File: src/rtl/spi_master_feeder.sv
// Job sequencer in front of the spi_top master: queues (req, byte) jobs, runs them one
// at a time with an idle gap between jobs, returns received bytes, and aborts hung transfers.
module spi_master_feeder #(
  parameter int DATA_W      = 8,
  parameter int DEPTH       = 8,
  parameter int GAP_CYCLES  = 10,
  parameter int TIMEOUT_CYC = 4096
) (
  input  logic                     clk,
  input  logic                     rst,
  input  logic                     wr_valid,
  output logic                     wr_ready,
  input  logic [1:0]               wr_req,
  input  logic [DATA_W-1:0]        wr_data,
  output logic [1:0]               req,
  output logic [DATA_W-1:0]        din_master,
  input  logic                     done_tx,
  input  logic                     done_rx,
  input  logic [DATA_W-1:0]        dout_master,
  output logic                     rx_valid,
  input  logic                     rx_ready,
  output logic [DATA_W-1:0]        rx_data,
  output logic [$clog2(DEPTH):0]   fifo_level,
  output logic                     busy,
  output logic                     timeout_err,
  input  logic                     err_clr
);

  localparam int PW = $clog2(DEPTH);
  localparam int LW = PW + 1;
  localparam int TW = $clog2(TIMEOUT_CYC);
  localparam int GW = $clog2(GAP_CYCLES + 1);

  typedef enum logic [1:0] {IDLE, ACTIVE, GAP} state_t;

  state_t            state_q, state_d;
  logic [1:0]        fifo_req  [DEPTH];
  logic [DATA_W-1:0] fifo_data [DEPTH];
  logic [PW-1:0]     wr_ptr, rd_ptr;
  logic [TW-1:0]     timer;
  logic [GW-1:0]     gap_cnt;
  logic              got_tx, got_rx;

  logic              push, launch, finish, abort, capture;
  logic              can_launch, tx_ok, rx_ok, job_done, timer_end, gap_end;
  logic [1:0]        head_req;
  logic [DATA_W-1:0] head_data;

  assign wr_ready   = !rst && (fifo_level < LW'(DEPTH));
  // req code 0 is a no-op job: the handshake completes but nothing is queued
  assign push       = wr_valid && wr_ready && (wr_req != 2'd0);
  assign head_req   = fifo_req[rd_ptr];
  assign head_data  = fifo_data[rd_ptr];
  // an rx job must not start while the previous received byte is still unread
  assign can_launch = (fifo_level != '0) && !(head_req[1] && rx_valid);
  assign tx_ok      = got_tx || done_tx;
  assign rx_ok      = got_rx || done_rx;
  assign job_done   = (!req[0] || tx_ok) && (!req[1] || rx_ok);
  assign timer_end  = (timer == TW'(TIMEOUT_CYC - 1));
  assign gap_end    = (gap_cnt == GW'(GAP_CYCLES - 1));
  assign busy       = (state_q != IDLE) || (fifo_level != '0);

  always_comb begin
    state_d = state_q;
    launch  = 1'b0;
    finish  = 1'b0;
    abort   = 1'b0;
    capture = 1'b0;
    case (state_q)
      IDLE: begin
        if (can_launch) begin
          launch  = 1'b1;
          state_d = ACTIVE;
        end
      end
      ACTIVE: begin
        capture = done_rx && req[1] && !got_rx;
        if (job_done) begin
          finish  = 1'b1;
          state_d = GAP;
        end else if (timer_end) begin
          abort   = 1'b1;
          state_d = GAP;
        end
      end
      GAP: begin
        // launching straight from the last gap cycle keeps the idle gap at exactly GAP_CYCLES
        if (gap_end) begin
          if (can_launch) begin
            launch  = 1'b1;
            state_d = ACTIVE;
          end else begin
            state_d = IDLE;
          end
        end
      end
      default: state_d = IDLE;
    endcase
  end

  always_ff @(posedge clk) begin
    if (push) begin
      fifo_req[wr_ptr]  <= wr_req;
      fifo_data[wr_ptr] <= wr_data;
    end
  end

  always_ff @(posedge clk) begin
    if (rst) begin
      state_q     <= IDLE;
      req         <= 2'd0;
      din_master  <= '0;
      wr_ptr      <= '0;
      rd_ptr      <= '0;
      fifo_level  <= '0;
      timer       <= '0;
      gap_cnt     <= '0;
      got_tx      <= 1'b0;
      got_rx      <= 1'b0;
      rx_valid    <= 1'b0;
      rx_data     <= '0;
      timeout_err <= 1'b0;
    end else begin
      state_q    <= state_d;
      fifo_level <= fifo_level + LW'(push) - LW'(launch);
      if (push) wr_ptr <= wr_ptr + 1'b1;
      if (launch) begin
        rd_ptr     <= rd_ptr + 1'b1;
        req        <= head_req;
        din_master <= head_data;
        got_tx     <= 1'b0;
        got_rx     <= 1'b0;
        timer      <= '0;
      end else if (state_q == ACTIVE) begin
        got_tx <= tx_ok;
        got_rx <= rx_ok;
        if (finish || abort) begin
          req     <= 2'd0;
          gap_cnt <= '0;
        end else begin
          timer <= timer + 1'b1;
        end
      end else if (state_q == GAP) begin
        gap_cnt <= gap_cnt + 1'b1;
      end
      if (capture) begin
        rx_valid <= 1'b1;
        rx_data  <= dout_master;
      end else if (rx_valid && rx_ready) begin
        rx_valid <= 1'b0;
      end
      if (abort) timeout_err <= 1'b1;
      else if (err_clr) timeout_err <= 1'b0;
    end
  end

endmodule

File: config.mk
export PLATFORM = sky130hd
export DESIGN_NAME = spi_master_feeder
export DESIGN_NICKNAME = d
export VERILOG_FILES = /design/src/rtl/spi_master_feeder.sv
export SDC_FILE = /design/constraint.sdc
export NUM_CORES = 1
export LEC_CHECK = 0
export ABC_AREA = 1
export BUFFER_PORTS_ARGS = -buffer_cell sky130_fd_sc_hd__buf_4
export CAP_MARGIN = 5
export CORE_MARGIN = 10
export CORE_UTILIZATION = 53
export DETAILED_ROUTE_END_ITERATION = 16
export PLACE_DENSITY = 0.78
export SETUP_SLACK_MARGIN = 0.15
export SLEW_MARGIN = 25
export SYNTH_ARGS = -nofsm -noshare
export SYNTH_HDL_FRONTEND = slang
export SYNTH_SLANG_ARGS = --single-unit
File: constraint.sdc
create_clock -name clk -period 2.2 [get_ports clk]
set_input_delay 0.55 -clock clk [delete_from_list [all_inputs] [get_ports clk]]
set_output_delay 0.55 -clock clk [all_outputs]
set_load 0.005 [all_outputs]
==> flow_summary.yaml <==
global_routing:
  number_of_global_route_vias_before_repair: 4388
  gr-usage-met1_pct: 22.3
  pin_count_of_the_biggest_net_entering_global_routing: 34
  grt_remaining_overflow: 0
  track_usage_pct: 18.4
  grt_busiest_layer: "met2"
  grt_first_pass_wirelength_um: 21600
  gr-usage-met2_pct: 29.5
  antenna_found_initial: 0
  met3_usage_pct: 6.15
sta:
  tightest_slew_ps: 406
  number_of_hold_slack_violations_in_the_final_timing_report: 0
  totalNegativeSetupSlack_ps: 0
  report.final.setup_viol: 0
  slew_headroom_pct: 72.9
  maxClockFrequency_mhz: 475
  fin_worst_hold_slack_ps: 238
  max_slew_violations: 0
  fin_worst_skew_ps: 7.87
  period_needed_ps: 2110
  grt_setup_unrepaired: "yes"
  fin_crit_sh_pct: 95.7
yosys:
  postSynth.topFlopCell: "edfxtp_1"
  synth_area_mm2: 0.00570
  post_synth_num_cell_types: 40
  synth_top_area_share_pct: 42.2
  synth.avg_cell_area_um2: 9.77
  synth_edf_count: 80
  yosys_warnings: 0
  yosysMostFrequentCell: "nand2_1"
  synth_common_cells: "nand2_1, nor2_1, edfxtp_1"
  async_flop_share_pct: 0
  syn_inst: 583
  ys_seq_elements: 133
  ys_top_cells_by_area: "edfxtp_1, dfxtp_1, nand2_1, nor2_1, o21ai_0"
  synth_area_leader_cell: "edfxtp_1"
  postSynthNetCount: 623
  ys_seq_area_share_pct: 60.8
power_and_ir_drop:
  worst_ir_drop_vdd_v: 0.000845
  leakage_nw: 2.83
  p_per_area_mw_per_mm2: 1200
finish:
  layout.cells.non_filler: 827
  num_antenna_cells: 0
  total_area_of_multi_input_combinational_cells_mm2: 0.00207
  areaGrowthSynthToFinish_pct: 26.6
  sequential_cell_area_mm2: 0.00348
  fin_area_mm2: 0.00721
  drive_gt1_share_pct: 24.3
  finish.net_count: 718
  fill_cells: 719
die:
  floorplan.initialDensity_pct: 54.7
  core.rowCount: 37
  die_w_um: 124
  design.core.area_mm2: 0.0104
  fp.dieArea_mm2: 0.0153
  y_dimension_of_the_die_um: 124
  io_pins: 51
clocking:
  ctsRootBufferMaster: "clkbuf_8"
  tritoncts_num_sinks: 133
  cts_inserted_buffers: 17
  clock_latency_ps: 540
  max-clock-path-buffers: 2
  post_cts_hold_buffer_count: 0
  cts_tree: "done"
  cts.htree.levels: 4
  clk_pin_slew_worst_paths_ps: 60
worst_setup_path:
  crit_fanout: 8
  setup.worst_path.class: "reg -> reg"
  cpPeakStageDelay_ps: 510
  critical_path_rt_ps: 2620
  rrSetupSlack_ps: 90
  critical_path.reg2reg.endpoint: "fifo_level[1]"
  cp.buffers_inverters: 3
  critPathCaptureType: "flip-flop"
  critPathTopFamily: "adder cells"
  cp.arrival_ps: 2530
  worst_setup_path_start_kind: "flip-flop"
  cpMaxStageDelayCell: "fa_2"
  r2r_cells: 14
  cp_cell_sequence: "inv_4, nand2_1, nand2_1, nand2_2, nand3_2, nand3_2, nand2_2, nor2_4, ha_4, inv_4, ha_4, inv_2, fa_2, nor2_1"
routing:
  vias_per_cell: 5.47
  drcViolationCount: 0
  initialDrtViolationCount: 411
  route.vias.total: 4520
  avgRoutedWirePerCell_um: 16.7
  drt_first_pass_iters: 8
  wl_um: 13800
  ant_nets: 0
run:
  maxCapViolations: 0
placed_design:
  port_buffers: 50
  place.gp.congestion: 0.881
  dp_cells: 786
  cell_area_reported_after_detailed_placement_mm2: 0.00648
  dp_hpwl_um: 8930
run_status:
  status: "completed"
hold_path:
  whs_endpoint: "rx_data[4]"
  worstHoldPathType: "in -> reg"
  min_from: "dout_master[4]"
  min_path_cells: 3
-- worst max path at each step --
stage                          from             to  slack, ps  cells after the start
after floorplan           flip-flop  fifo_level[1]         20                     16
after global placement          rst  fifo_level[1]         -6                      9
after detailed placement        rst  fifo_level[1]        -40                      9
after CTS                 flip-flop  fifo_level[1]        130                     13
after global routing      flip-flop  fifo_level[1]        -20                     14
final                     flip-flop  fifo_level[1]         90                     14
-- worst reg2reg max path, delay by kind of cell, from the launching register on --
| kind | cells | cell delay, ps |
|---|---|---|
| simple gates | 8 | 600 |
| flops | 1 | 400 |
| buf+inv | 3 | 150 |
| fa+ha+maj | 3 | 840 |
-- report_power, final --
group          leakage [nW]  internal, mW  switching, mW
clock                 0.263          1.61           1.06
sequential             1.16          2.89          0.197
combinational          1.41          1.24           1.68
total                  2.83          5.74           2.94
-- cell usage in the layout (no fill, tap or decap), types with 3 or more instances in the layout --
cell type and instances:
xnor2_1 6, clkbuf_16 16, o21ai_1 4, nand2_1 113, dfxtp_4 3, nand4_1 5
o21ai_0 44, nand3_1 19, nor2_1 84, nor2_4 3, dfxtp_1 48, a21oi_1 36
clkinv_4 3, inv_1 45, nand3_2 8, o22ai_1 16, ha_1 8, clkbuf_1 3
buf_4 91, clkinvlp_4 3, edfxtp_1 80, inv_2 5, ha_4 5, nand2_2 6
-- layer usage --
layer,wire (µm),vias to the layer above
met1,5690,2134
met4,369,0
met5,0,-
li1,-,2167
met2,6770,180
met3,1020,39
-- state kept, by name, summed over array words and instances, names as in the netlist, 4 cells and up, named ones only --
register    flops
rx_data         8
fifo_level      4
timer          12
fifo_data      64
din_master      8
fifo_req       16
gap_cnt         4
-- metrics by stage --
step | total power, mW | worst slack (ps) | util (%)
final | 8.68 | 94.4 | 69.2
after global routing | 9.16 | -20.6 | 69.2
after CTS | 8.50 | 129 | 68.4
after detailed placement | 5.68 | -37.8 | 62.2
after global placement | 5.57 | -5.55 | 62.2
after floorplan | 4.78 | 15.3 | -
-- final cells by class --
cell class | count | area share, %
Clock buffer | 20 | 5.90
Clock inverter | 12 | 1.82
Inverter | 53 | 2.83
Multi-Input combinational cell | 379 | 28.7
Sequential cell | 133 | 48.2
Tap cell | 136 | 2.36
Timing Repair Buffer | 94 | 10.2
-- what timing repair did --
action                                  4_1_cts  5_1_grt
setup buffers                                 6        3
endpoints found under the hold margin         0        0
cloned                                        0        0
endpoints found under the setup margin        4       33
pin swaps                                     6        3
resized for setup                            11       18
-- kinds of logic (layout without fill, tap and decap cells) --
| kind of cell | count (synthesis) | in the layout | synth area share [%] |
|---|---|---|---|
| AOI/OAI and AO/OA | 106 | 106 | 10.0 |
| and+or+nand+nor | 250 | 250 | 19.3 |
| DFF | 133 | 133 | 60.8 |
| buffers and inverters | 71 | 179 | 5.23 |
| adders and majority gates | 15 | 15 | 3.43 |
| xor gates and xnor gates | 8 | 8 | 1.23 |
No activity file was read; power rests on OpenSTA's default activity.
